**config.mk**
```make
export PLATFORM = sky130hd
export DESIGN_NAME = pe_mac_unit_flat
export DESIGN_NICKNAME = d
export VERILOG_FILES = /design/src/rtl/pe_pkg.sv /design/src/rtl/pe_mac_unit_if.sv /design/src/rtl/pe_sat_add.sv /design/src/rtl/pe_mac_unit.sv /design/src/flat_wrapper.sv
export SDC_FILE = /design/constraint.sdc
export NUM_CORES = 1
export LEC_CHECK = 0
export BUFFER_PORTS_ARGS = -buffer_cell sky130_fd_sc_hd__buf_2
export CAP_MARGIN = 20
export CORE_MARGIN = 1
export CORE_UTILIZATION = 67
export CTS_CLUSTER_DIAMETER = 120
export CTS_CLUSTER_SIZE = 8
export DETAILED_ROUTE_END_ITERATION = 7
export PLACE_DENSITY = 0.88
export RECOVER_POWER = 25
export SLEW_MARGIN = 20
export SYNTH_ARGS = -nofsm -noshare
export SYNTH_HDL_FRONTEND = slang
export SYNTH_SLANG_ARGS = --single-unit
```
**constraint.sdc**
```tcl
create_clock -name clk -period 4.3 [get_ports clk]
set_input_delay 0.86 -clock clk [delete_from_list [all_inputs] [get_ports clk]]
set_output_delay 0.86 -clock clk [all_outputs]
set_load 0.01 [all_outputs]
```
**src/rtl/pe_pkg.sv**
```systemverilog
// Shared types and constants for the MAC processing element.
// Accumulator limits are derived from ACC_W so every instance agrees on clamp values.
package pe_pkg;

  typedef enum logic [1:0] {
    ST_IDLE = 2'd0,
    ST_CALC = 2'd1,
    ST_OUT  = 2'd2
  } pe_state_e;

  localparam int PE_MAX_ACC_W = 64;

  // Largest positive w-bit two's-complement value, zero-extended to 64 bits.
  function automatic logic [PE_MAX_ACC_W-1:0] acc_max(input int w);
    return (64'd1 << (w - 1)) - 64'd1;
  endfunction

  // Most negative w-bit value; only the low w bits are meaningful.
  function automatic logic [PE_MAX_ACC_W-1:0] acc_min(input int w);
    return ~acc_max(w);
  endfunction

endpackage

```
**src/rtl/pe_mac_unit_if.sv**
```systemverilog
// Operand and result streams of the MAC PE.
// The slave modport is the PE side, the master modport is the scheduler/collector side.
interface pe_mac_unit_if #(
  parameter int DATA_W = 8,
  parameter int ACC_W  = 24
);
  logic              in_valid;
  logic              in_ready;
  logic [DATA_W-1:0] in_a;
  logic [DATA_W-1:0] in_b;
  logic              out_valid;
  logic              out_ready;
  logic [ACC_W-1:0]  out_data;
  logic              ovf;

  modport master (
    output in_valid, in_a, in_b, out_ready,
    input  in_ready, out_valid, out_data, ovf
  );

  modport slave (
    input  in_valid, in_a, in_b, out_ready,
    output in_ready, out_valid, out_data, ovf
  );
endinterface

```
**src/rtl/pe_sat_add.sv**
```systemverilog
// Combinational ACC_W signed adder with optional clamp on overflow.
// The overflow flag is raised in both modes; only the sum differs.
module pe_sat_add
  import pe_pkg::*;
#(
  parameter int ACC_W    = 24,
  parameter int SATURATE = 1
) (
  input  logic [ACC_W-1:0] a,
  input  logic [ACC_W-1:0] b,
  output logic [ACC_W-1:0] sum,
  output logic             ovf
);
  localparam logic [ACC_W-1:0] MAXV = ACC_W'(acc_max(ACC_W));
  localparam logic [ACC_W-1:0] MINV = ACC_W'(acc_min(ACC_W));

  logic [ACC_W-1:0] raw;

  assign raw = a + b;
  // Same-sign addends producing an opposite-sign result is the only overflow case.
  assign ovf = (a[ACC_W-1] == b[ACC_W-1]) && (raw[ACC_W-1] != a[ACC_W-1]);

  always_comb begin
    sum = raw;
    if ((SATURATE != 0) && ovf) sum = a[ACC_W-1] ? MINV : MAXV;
  end
endmodule

```
**src/rtl/pe_mac_unit.sv**
```systemverilog
// Run-length MAC processing element: accumulates len signed products, then
// presents the sum (and sticky overflow) on a valid/ready result port.
module pe_mac_unit
  import pe_pkg::*;
#(
  parameter int DATA_W   = 8,
  parameter int ACC_W    = 24,
  parameter int LEN_W    = 8,
  parameter int SATURATE = 1
) (
  input  logic             clk,
  input  logic             rst,
  input  logic             start,
  input  logic [LEN_W-1:0] len,
  input  logic             abort,
  pe_mac_unit_if.slave     bus,
  output logic             busy,
  output logic             done
);
  pe_state_e          state_q, state_d;
  logic [ACC_W-1:0]   acc_q, acc_d;
  logic [LEN_W-1:0]   cnt_q, cnt_d;
  logic [LEN_W-1:0]   len_q, len_d;
  logic               ovf_q, ovf_d;
  logic [ACC_W-1:0]   res_q, res_d;
  logic               rovf_q, rovf_d;

  logic signed [DATA_W-1:0]   a_s, b_s;
  logic signed [2*DATA_W-1:0] prod;
  logic [ACC_W-1:0]           prod_ext;
  logic [ACC_W-1:0]           add_sum;
  logic                       add_ovf;
  logic [LEN_W-1:0]           cnt_inc;
  logic                       beat;

  assign a_s      = bus.in_a;
  assign b_s      = bus.in_b;
  assign prod     = a_s * b_s;
  assign prod_ext = ACC_W'(prod);
  assign cnt_inc  = cnt_q + LEN_W'(1);

  pe_sat_add #(
    .ACC_W   (ACC_W),
    .SATURATE(SATURATE)
  ) u_add (
    .a  (acc_q),
    .b  (prod_ext),
    .sum(add_sum),
    .ovf(add_ovf)
  );

  assign bus.in_ready  = (state_q == ST_CALC);
  assign bus.out_valid = (state_q == ST_OUT);
  assign bus.out_data  = res_q;
  assign bus.ovf       = rovf_q;
  assign busy          = (state_q != ST_IDLE);
  assign done          = (state_q == ST_OUT) && bus.out_ready && !abort;
  assign beat          = (state_q == ST_CALC) && bus.in_valid;

  always_comb begin
    state_d = state_q;
    acc_d   = acc_q;
    cnt_d   = cnt_q;
    len_d   = len_q;
    ovf_d   = ovf_q;
    res_d   = res_q;
    rovf_d  = rovf_q;
    if (abort) begin
      // Result registers keep their old value; only the run state is dropped.
      state_d = ST_IDLE;
      acc_d   = '0;
      cnt_d   = '0;
      ovf_d   = 1'b0;
    end else begin
      unique case (state_q)
        ST_IDLE: begin
          if (start) begin
            len_d = len;
            acc_d = '0;
            cnt_d = '0;
            ovf_d = 1'b0;
            if (len == '0) begin
              state_d = ST_OUT;
              res_d   = '0;
              rovf_d  = 1'b0;
            end else begin
              state_d = ST_CALC;
            end
          end
        end
        ST_CALC: begin
          if (beat) begin
            acc_d = add_sum;
            cnt_d = cnt_inc;
            ovf_d = ovf_q | add_ovf;
            // Result is captured here so out_valid rises the cycle after the last beat.
            if (cnt_inc == len_q) begin
              state_d = ST_OUT;
              res_d   = add_sum;
              rovf_d  = ovf_q | add_ovf;
            end
          end
        end
        ST_OUT: begin
          if (bus.out_ready) state_d = ST_IDLE;
        end
        default: state_d = ST_IDLE;
      endcase
    end
  end

  always_ff @(posedge clk or negedge rst) begin
    if (!rst) begin
      state_q <= ST_IDLE;
      acc_q   <= '0;
      cnt_q   <= '0;
      len_q   <= '0;
      ovf_q   <= 1'b0;
      res_q   <= '0;
      rovf_q  <= 1'b0;
    end else begin
      state_q <= state_d;
      acc_q   <= acc_d;
      cnt_q   <= cnt_d;
      len_q   <= len_d;
      ovf_q   <= ovf_d;
      res_q   <= res_d;
      rovf_q  <= rovf_d;
    end
  end
endmodule

```
**src/flat_wrapper.sv**
```systemverilog
// flat-port wrapper written by rule: the top's interface ports become plain ports
module pe_mac_unit_flat import pe_pkg::*;
#(
  parameter int DATA_W   = 8,
  parameter int ACC_W    = 24,
  parameter int LEN_W    = 8,
  parameter int SATURATE = 1
)
  (clk, rst, start, len, abort, busy, done, bus_in_valid, bus_in_a, bus_in_b, bus_out_ready, bus_in_ready, bus_out_valid, bus_out_data, bus_ovf);
  pe_mac_unit_if #(.DATA_W(DATA_W), .ACC_W(ACC_W)) bus_i ();
  input  logic clk;
  input  logic rst;
  input  logic start;
  input  logic [LEN_W-1:0] len;
  input  logic abort;
  output logic busy;
  output logic done;
  input wire logic [$bits(bus_i.in_valid)-1:0] bus_in_valid;
  input wire logic [$bits(bus_i.in_a)-1:0] bus_in_a;
  input wire logic [$bits(bus_i.in_b)-1:0] bus_in_b;
  input wire logic [$bits(bus_i.out_ready)-1:0] bus_out_ready;
  output wire logic [$bits(bus_i.in_ready)-1:0] bus_in_ready;
  output wire logic [$bits(bus_i.out_valid)-1:0] bus_out_valid;
  output wire logic [$bits(bus_i.out_data)-1:0] bus_out_data;
  output wire logic [$bits(bus_i.ovf)-1:0] bus_ovf;
  assign bus_i.in_valid = bus_in_valid;
  assign bus_i.in_a = bus_in_a;
  assign bus_i.in_b = bus_in_b;
  assign bus_i.out_ready = bus_out_ready;
  assign bus_in_ready = bus_i.in_ready;
  assign bus_out_valid = bus_i.out_valid;
  assign bus_out_data = bus_i.out_data;
  assign bus_ovf = bus_i.ovf;
  pe_mac_unit #(.DATA_W(DATA_W), .ACC_W(ACC_W), .LEN_W(LEN_W), .SATURATE(SATURATE)) u_core (.clk(clk), .rst(rst), .start(start), .len(len), .abort(abort), .bus(bus_i), .busy(busy), .done(done));
endmodule
```
==> results of run 1 <==
[cell families after synthesis]
family	count (synthesis)	synth area share (%)
adder cells (fa/ha/maj)	109	25.95
AO/OA/AOI/OAI	165	16.72
flip-flops	68	24.75
buffers and inverters	129	7.934
XOR/XNOR	41	5.223
multiplexers	12	1.911
AND/OR/NAND/NOR	227	17.51
[per-stage QoR]
stage	worst slack [ps]	instance area [um2]
after floorplan	-2586	7018
after global placement	-2655	8352
after detailed placement	-2970	8352
after CTS	-2271	8994
[routing by layer]
layer,GRT usage [%],overflow
met3,69.15,11
met1,85.62,16
met2,121.8,480
met4,115.7,218
met5,32.69,0
[timing repair]
action                                  4_1_cts
setup buffers                                13
endpoints found under the hold margin         0
cloned                                        2
endpoints found under the setup margin       50
hold buffers                                  0
gates resized for setup                      60
pin swaps                                    24
==> results_dict.tcl, run 1 <==
set metrics [dict create \
    synth_area_um2 6875 \
    gp_congestion 0.9774 \
    initial_core_util_pct 69.70 \
    status "aborted with a tool error" \
    synth_cells 751 \
    yosysTopAreaCell "dfrtp_1" \
    error "[ERROR GRT-0232] Routing congestion too high. Check the congestion heatmap in the GUI." \
    postGrtWorstEndpoint "u_core.acc_q[11]$_DFFE_PN0P_/D" \
    track_usage_pct 94.85 \
    dp_hpwl_um 15270 \
    stop_stage "global routing (5_1_grt)" \
    synth_cell_types 60 \
    dpl.cell_count 1053 \
    synth_nets 890 \
    yosysTopAreaCellShare_pct 24.75 \
    yosysMostFrequentCell "inv_1" \
    h-tree-depth 3 \
    synthFlopType "dfrtp_1" \
    yosysSeqAreaShare_pct 24.75 \
    async_flop_share_pct 100.0 \
    worst_endpoint_kind "sequential cell input" \
    ys_top_cells_by_area "dfrtp_1, fa_1, ha_1" \
    cts-root-buf "clkbuf_8" \
    die_h_um 103.3 \
    ys_ff_latch 68 \
    clock_path_buffers 2 \
    cts_buffers 9 \
    grt_start_max_net_pins 44 \
    synth_edf_count 0 \
    io_pins 59 \
    clock-sinks 68 \
    numPortBuffers 58 \
    postSynthAreaPerCell_um2 9.155 \
    ys_warn_count 0 \
    overflow 725 \
    chipWidth_um 103.3 \
    rows 36 \
    synth_commonest_cells "inv_1, dfrtp_1, nand2_1" \
]
==> run 2: changes to the inputs <==
- CORE_UTILIZATION: 67 -> 40
- CTS_CLUSTER_DIAMETER: 120 -> default
- CTS_CLUSTER_SIZE: 8 -> default
- PLACE_DENSITY: 0.88 -> default
- PLACE_DENSITY_LB_ADDON: default -> 0.15
==> run 2 against run 1 <==
The flow now finishes, with violations (capacitance limit, slew limit, setup timing). Synthesized cell count is the same. Area after synthesis is the same.
==> results_dict.tcl, run 2 <==
set metrics [dict create \
    diodes 0 \
    ys_ff_latch 68 \
    die_h_um 133.1 \
    core-area_um2 16700 \
    syn_to_final_growth_pct 38.60 \
    timing.final.crit_share_pct 149.9 \
    setup_violations 50 \
    routedWlPerCell_um 15.10 \
    internal-power_mw 4.589 \
    hold_class "reg2reg" \
    rsz0062_at_grt "true" \
    worstSetupPathType "in2reg" \
    dp_hpwl_um 13810 \
    power_frac_comb_pct 82.1 \
    synthXorXnorAreaFrac_pct 5.223 \
    synth_cell_types 60 \
    async_flop_share_pct 100.0 \
    hp-start "u_core.bus.out_data[11]" \
    end_kind "flip-flop" \
    fin_crit_ps 6448 \
    status "complete, but fails checks" \
    ys_top_cells_by_area "dfrtp_1, fa_1, ha_1" \
    synth_compound_area_share_pct 16.72 \
    ys_warn_count 0 \
    power_mw 8.375 \
    yosysTopAreaCell "dfrtp_1" \
    drtAntennaViolNets 0 \
    skew_ps 8.509 \
    die_area_um2 17720 \
    timing.final.max_slew_violations 34 \
    synth_edf_count 0 \
    overflow 0 \
    clock-sinks 68 \
    hold_ws_ps 486.5 \
    path_max_fanout 16 \
    drive_above_1_share_pct 36.82 \
    first_pass_iters 4 \
    hold_buffers 0 \
    total_leakage_power_nw 4.661 \
    synthAdderAreaFrac_pct 25.95 \
    gp_congestion 0.8998 \
    slew_headroom_pct -14.85 \
    vias 6051 \
    synth_commonest_cells "inv_1, dfrtp_1, nand2_1" \
    crit_slowest_cell "fa_1" \
    synth_nets 890 \
    cts-root-buf "clkbuf_16" \
    yosysMostFrequentCell "inv_1" \
    track_usage_pct 21.13 \
    cts_buffers 9 \
    final_nets 1090 \
    drtIter0Drc 216 \
    hold_viol_final 0 \
    yosysTopAreaCellShare_pct 24.75 \
    tightest_slew_ps 1723 \
    ir_drop_v 0.0005334 \
    seqPwrFrac_pct 8.8 \
    synthFlopType "dfrtp_1" \
    r2r_start "u_core.cnt_q[0]" \
    io_pins 59 \
    initial_core_util_pct 41.17 \
    worst_ep_required_time_ps 4530 \
    fmax_mhz 155.1 \
    cp_common_cell "fa_1" \
    final.setup.worst_slack_ps -2148 \
    arrival_ps 6670 \
    synth_area_um2 6875 \
    synth.area.mux_share_pct 1.911 \
    numPortBuffers 58 \
    synth_top_family_by_area "adder cells" \
    postSynthAreaPerCell_um2 9.155 \
    startpoint "bus_in_b[2]" \
    antenna_found_initial 0 \
    cp_slowest_stage_delay_ps 550 \
    layout.cells.most_common_list "buf_4, inv_1, dfrtp_1, nand2_1, fa_1" \
    powerDensity_nw_per_um2 878.9 \
    cap_violations 1 \
    final.setup.tns_ps -104620 \
    clk_pin_slew_ps 60 \
    violations "capacitance limit, slew limit, setup timing" \
    drc 0 \
    mostFrequentLayoutCell "buf_4" \
    worstSetupStartpointType "input port" \
    cts_tree "yes" \
    h-tree-depth 3 \
    grt_pass1_wl_um 30550 \
    clock_latency_ps 340 \
    grt_pass1_vias 6539 \
    clock_path_buffers 2 \
    clkPwrFrac_pct 9.2 \
    yosys.area_share.simple_pct 17.51 \
    p_switching_mw 3.786 \
    p_sw_share_pct 45.20 \
    yosysSeqAreaShare_pct 24.75 \
    grt_start_max_net_pins 37 \
    routed_wl_um 17760 \
    synth_cells 751 \
    vias_per_cell 5.145 \
    rows 47 \
    chipWidth_um 133.1 \
]
-- run 2: cell counts after synthesis --
No cell type changed its count.
-- run 2: cell families after synthesis --
kind of cell | Yosys count
DFF | 68
and+or+nand+nor | 227
muxes | 12
adders and majority gates | 109
xor gates and xnor gates | 41
AOI/OAI and AO/OA | 165
buffers and inverters | 129
-- run 2: metal layers --
metal	global-route usage [%]	part of all wire, %	wire, um
met4	7.639	3.1	558
met5	0	0	0
met3	2.511	2.4	427
met2	37.17	50	8905
met1	26.69	44	7870
-- run 2: stage by stage --
stage               util, %  worst slack, ps  instance area [um2]  instances
detailed placement    51.18            -2849                 8548       1145
floorplan                 -            -2586                 7018        751
global placement      51.18            -2842                 8548       1145
CTS                   55.52            -2148                 9273       1169
finish                57.06            -2148                 9529       1176
global route          57.06            -2407                 9529       1176
-- run 2: what timing repair did --
action	4_1_cts	5_1_grt
endpoints found under the setup margin	50	50
pin swaps	14	9
gates cloned	0	2
buffers inserted	9	6
gates resized for setup	83	34
-- run 2: layout make-up --
class / count / area [um2]
fillers: 1459 / 7172
well taps: 220 / 275.3
clock inverters: 5 / 58.81
inverters: 109 / 409.1
flip-flops and latches: 68 / 1702
multi-input cells: 554 / 5187
repair buffers: 209 / 1644
clock buffers: 11 / 252.7
-- run 2: power by group through the flow --
| stage | clock [mW] | combinational (mW) | sequential (mW) |
|---|---|---|---|
| 6_report | 0.769 | 6.87 | 0.734 |
| 5_1_grt | 0.809 | 7.51 | 0.739 |
| 4_1_cts | 0.789 | 6.60 | 0.733 |
| 3_5_place_dp | 0 | 5.97 | 0.743 |
| 3_3_place_gp | 0 | 5.85 | 0.741 |
| 2_1_floorplan | 0 | 3.57 | 0.736 |
-- run 2: worst paths after layout --
path | endpoint | slack, ps | depth (start not counted)
worst max-delay path | u_core.bus.ovf | -2150 | 27
worst min-delay path | u_core.bus.out_data[11] | 490 | 1
worst max register to register | u_core.bus.ovf | 1220 | 9
worst min register to register | u_core.bus.out_data[11] | 490 | 1
max in group asynchronous | u_core.acc_q[16] | 2040 | 2
min in group asynchronous | u_core.len_q[6] | 970 | 1
-- run 2: critical path, delay by kind of cell --
kind | cells | cell delay [ps]
AO/OA/AOI/OAI | 10 | 1730
buffers and inverters | 6 | 440
adder cells (fa/ha/maj) | 6 | 2620
AND/OR/NAND/NOR | 5 | 1030
(Power assumes the default switching activity.)
==> run 3: changes to the inputs <==
- GPL_TIMING_DRIVEN: default -> 0
- SYNTH_HIERARCHICAL: default -> 1
==> run 3 against run 2 <==
The flow still finishes with violations (capacitance limit, slew limit, setup timing). Routed wire length rose by 9.0%. Clock skew decreased by 3.6 ps. Core utilization decreased by 3.0 points. First-iteration DRC count is 24% higher. Final cell count up 1.1%. Non-clock buffer count is 66 lower. Die area increased by 6.9%. Fmax decreased by 0.23%. Worst hold slack improved by 15 ps. Largest cell class unchanged.
==> results_dict.tcl, run 3 <==
set metrics [dict create \
    core-area_um2 18020 \
    synth_edf_count 0 \
    ys_warn_count 6 \
    async_flop_share_pct 100.0 \
    cp_slowest_stage_delay_ps 570 \
    gp_congestion 0.8040 \
    track_usage_pct 21.37 \
    ys_top_cells_by_area "dfrtp_1, fa_1, ha_1" \
    vias_per_cell 5.358 \
    path_max_fanout 8 \
    synthFlopType "dfrtp_1" \
    worstSetupPathType "in2reg" \
    diodes 0 \
    dpl.cell_count 1126 \
    drtIter0Drc 267 \
    rows 49 \
    dp_hpwl_um 14170 \
    grt_pass1_vias 6220 \
    routed_wl_um 19360 \
    postSynthAreaPerCell_um2 8.782 \
    cts_tree "yes" \
    synth_area_um2 7360 \
    cap_violations 1 \
    h-tree-depth 3 \
    cts-root-buf "clkbuf_16" \
    end_kind "flip-flop" \
    hold_viol_final 0 \
    crit_slowest_cell "fa_1" \
    slew_headroom_pct -33.97 \
    final.setup.worst_slack_ps -2163 \
    ys_ff_latch 68 \
    ff2ff_path_depth 10 \
    drtAntennaViolNets 0 \
    final_nets 1094 \
    startpoint "bus_in_a[6]" \
    whs_endpoint "u_core/bus.out_data[22]" \
    syn_to_final_growth_pct 32.47 \
    timing.final.crit_share_pct 150.3 \
    yosysMostFrequentCell "nand2_1" \
    r2r_start "u_core/acc_q[0]" \
    mostFrequentLayoutCell "inv_1" \
    worstReg2RegEnd "u_core/acc_q[22]" \
    chipWidth_um 137.6 \
    initial_core_util_pct 40.83 \
    hold_class "reg2reg" \
    clock-sinks 68 \
    grt_pass1_wl_um 31480 \
    grt_start_max_net_pins 45 \
    timing.final.max_slew_violations 45 \
    synth_commonest_cells "nand2_1, inv_1, dfrtp_1" \
    critPathTopFamily "adder cells" \
    drc 0 \
    cp_common_cell "fa_1" \
    holdPathStages 2 \
    fmax_mhz 154.7 \
    fin_crit_ps 6463 \
    vias 6371 \
    clk_pin_slew_ps 60 \
    io_pins 59 \
    numPortBuffers 58 \
    synth_nets 977 \
    worstSetupStartpointType "input port" \
    die_h_um 137.6 \
    overflow 0 \
    clock_latency_ps 330 \
    rsz0062_at_grt "true" \
    drive_above_1_share_pct 31.04 \
    cts_buffers 9 \
    die_area_um2 18940 \
    routedWlPerCell_um 16.28 \
    arrival_ps 6730 \
    layout.cells.most_common_list "inv_1, nand2_1, dfrtp_1, fa_1, buf_2" \
    r2r_slack_ps 1250 \
    n_fill_cell 1667 \
    hp-start "u_core/bus.out_data[22]" \
    crit_buf_inv 9 \
    violations "capacitance limit, slew limit, setup timing" \
    hold_ws_ps 501.8 \
    setup_violations 50 \
    synth_cells 838 \
    yosysSeqAreaShare_pct 23.12 \
    status "complete, but fails checks" \
    skew_ps 4.890 \
    yosysTopAreaCell "dfrtp_1" \
    tightest_slew_ps 2010 \
    synth_cell_types 70 \
    fin_cells 1189 \
    first_pass_iters 4 \
    worst_ep_required_time_ps 4570 \
    post-route-util_pct 54.09 \
    clock_path_buffers 2 \
    yosysTopAreaCellShare_pct 23.12 \
    antenna_found_initial 0 \
]
==> run 3: worst register-to-register path: cells and delay by family (launching register included) <==
family / cells / cell delay [ps]
AOI/OAI and AO/OA: 5 / 1160
adders and majority gates: 2 / 650
DFF: 1 / 400
and+or+nand+nor: 3 / 740
==> run 3: what timing repair did <==
item                                    CTS  global route
gates cloned                              3             0
endpoints found under the setup margin   50            50
pin swaps                                73            42
hold buffers                              0             0
gates resized for setup                 108            80
setup buffers                            38            13
==> run 3: routing by layer <==
layer	GRT usage (%)	part of all wire, %
met1	29.74	48
met5	0	0
met2	34.76	48
met3	3.495	2.7
met4	4.396	1.5
==> run 3: per-stage QoR <==
| step | setup slack (ps) | setup TNS [ps] | instance area (um2) |
|---|---|---|---|
| floorplan | -2273 | -95760 | 7604 |
| global placement | -3233 | -152910 | 8180 |
| detailed placement | -3232 | -153450 | 8210 |
| CTS | -2200 | -105870 | 9378 |
| global route | -2420 | -115840 | 9749 |
| finish | -2163 | -102790 | 9749 |
==> run 3: worst max path at each step <==
stage               cells after the start                      end
finish                                 30  u_core/bus.out_data[21]
global route                           30  u_core/bus.out_data[21]
CTS                                    32   u_core/bus.out_data[0]
detailed placement                     25         u_core/acc_q[19]
global placement                       26         u_core/acc_q[22]
floorplan                              25         u_core/acc_q[22]
==> run 3: logic make-up (layout without fill, tap and decap cells) <==
logic type                 Yosys count  in the layout  share of synthesized area [%]
AOI/OAI and AO/OA                  199            199                          19.64
xor gates and xnor gates            39             39                          4.641
adders and majority gates          109            109                          24.24
buffers and inverters              133            255                          7.565
DFF                                 68             68                          23.12
muxes                               13             13                          1.938
and+or+nand+nor                    277            277                          18.85
==> run 3: area by class of cell <==
| class | count | area, um2 | share of cell area, % |
|---|---|---|---|
| inverter | 96 | 360.3 | 3.696 |
| clock buffer | 10 | 239.0 | 2.451 |
| sequential | 68 | 1702 | 17.45 |
| tap | 229 | 286.5 | 2.939 |
| clock inverter | 6 | 86.33 | 0.8855 |
| buffer | 31 | 181.4 | 1.861 |
| timing repair buffer | 112 | 945.9 | 9.702 |
| multi-input combinational | 637 | 5948 | 61.01 |
Power of run 3 is left out: the tool's default activity adds up to more than one toggle a clock period on the data nets, which glitch-free logic cannot reach.
==> run 4: changes to the inputs <==
- REMOVE_ABC_BUFFERS: default -> 1
==> run 4 against run 3 <==
The run still ends with capacitance limit, slew limit, setup timing left. First-iteration DRC count grew 51%. Global-route usage shrank 0.94 points. Routed wire length shrank 5.8%.
==> results_dict.tcl, run 4 (same netlist as run 3, synthesis figures left out) <==
set metrics [dict create \
    fin_cells 1154 \
    first_pass_iters 5 \
    clk_pin_slew_ps 60 \
    initial_core_util_pct 40.83 \
    die_h_um 137.6 \
    hold_viol_final 0 \
    r2r_slack_ps 1290 \
    diodes 0 \
    seqCellArea_um2 1702 \
    grt_start_max_net_pins 47 \
    cts_buffers 9 \
    clock_latency_ps 330 \
    vias 6274 \
    overflow 0 \
    timing.final.crit_share_pct 149.7 \
    worstSetupStartpointType "input port" \
    setup_violations 50 \
    arrival_ps 6700 \
    drtIter0Drc 402 \
    r2r_start "u_core/acc_q[0]" \
    numPortBuffers 58 \
    cap_violations 1 \
    clock-sinks 68 \
    cp_common_cell "fa_1" \
    dp_hpwl_um 13090 \
    cts-root-buf "clkbuf_16" \
    worst_ep_required_time_ps 4560 \
    grt_pass1_vias 6244 \
    tightest_slew_ps 2079 \
    io_pins 59 \
    rsz0062_at_grt "true" \
    vias_per_cell 5.437 \
    ff2ff_path_depth 10 \
    cts_tree "yes" \
    mostFrequentLayoutCell "inv_1" \
    status "complete, but fails checks" \
    rows 49 \
    die_area_um2 18940 \
    multi_input_area_um2 5833 \
    syn_to_final_growth_pct 27.30 \
    routedWlPerCell_um 15.80 \
    worstSetupPathType "in2reg" \
    crit_slowest_cell "fa_1" \
    drc 0 \
    final.setup.worst_slack_ps -2138 \
    skew_ps 7.839 \
    whs_endpoint "u_core/bus.out_data[0]" \
    path_max_fanout 6 \
    chipWidth_um 137.6 \
    drive_above_1_share_pct 27.78 \
    cp_slowest_stage_delay_ps 540 \
    end_kind "flip-flop" \
    violations "capacitance limit, slew limit, setup timing" \
    holdPathStages 2 \
    track_usage_pct 20.43 \
    worstReg2RegEnd "u_core/acc_q[22]" \
    drtAntennaViolNets 0 \
    fmax_mhz 155.3 \
    routed_wl_um 18240 \
    core-area_um2 18020 \
    fin_crit_ps 6438 \
    dpl.cell_count 1094 \
    timing.final.max_slew_violations 47 \
    hp-start "u_core/bus.out_data[0]" \
    n_fill_cell 1705 \
    layout.cells.most_common_list "inv_1, nand2_1, dfrtp_1, fa_1, buf_2" \
    gp_congestion 0.8127 \
    antenna_found_initial 0 \
    place_ws_ps -3839 \
    hold_class "reg2reg" \
    final_nets 1059 \
    slew_headroom_pct -38.60 \
    hold_ws_ps 498.1 \
    grt_pass1_wl_um 30700 \
    clock_path_buffers 2 \
    h-tree-depth 3 \
]
run 4: per-layer routing:
metal	track usage (%)	part of all wire [%]
met3	2.575	3.0
met5	0	0
met4	4.457	1.0
met2	32.83	48
met1	29.16	48
run 4: how the worst max path moves through the flow:
stage | cells past startpoint | from | to
CTS | 31 | bus_in_a[4] | u_core/bus.ovf
detailed placement | 25 | bus_in_b[4] | u_core/acc_q[21]
global placement | 25 | bus_in_b[3] | u_core/bus.out_data[21]
floorplan | 23 | bus_in_b[3] | u_core/acc_q[22]
global route | 27 | bus_in_a[5] | u_core/bus.ovf
finish | 31 | bus_in_a[4] | u_core/bus.out_data[13]
run 4: cell type report:
cell class | instances | area share [%]
Multi-Input combinational cell | 639 | 62.26
Sequential cell | 68 | 18.16
Timing Repair Buffer | 106 | 9.188
Inverter | 96 | 3.860
Tap cell | 229 | 3.058
Clock buffer | 10 | 2.551
Clock inverter | 6 | 0.9215
run 4: critical path, delay by kind of cell:
kind                     cells  cell delay [ps]
adder cells (fa/ha/maj)      6             2460
buffers and inverters       10             1020
AND/OR/NAND/NOR              6              660
AO/OA/AOI/OAI                8             1590
XOR/XNOR                     1              100
run 4: repair_timing:
| item | 4_1_cts | 5_1_grt |
|---|---|---|
| resized for setup | 146 | 47 |
| endpoints found under the setup margin | 50 | 50 |
| cloned | 2 | 0 |
| buffers inserted | 36 | 8 |
| hold buffers | 0 | 0 |
| pin swaps | 78 | 50 |
run 4: through the flow:
stage | cell area (um2) | setup TNS [ps] | util, %
6_report | 9369 | -103690 | 51.98
5_1_grt | 9369 | -112960 | 51.98
4_1_cts | 9123 | -99430 | 50.61
3_5_place_dp | 7908 | -173410 | 43.87
3_3_place_gp | 7740 | -204710 | 42.94
2_1_floorplan | 7163 | -123970 | -
Power of run 4 is left out for the same reason.
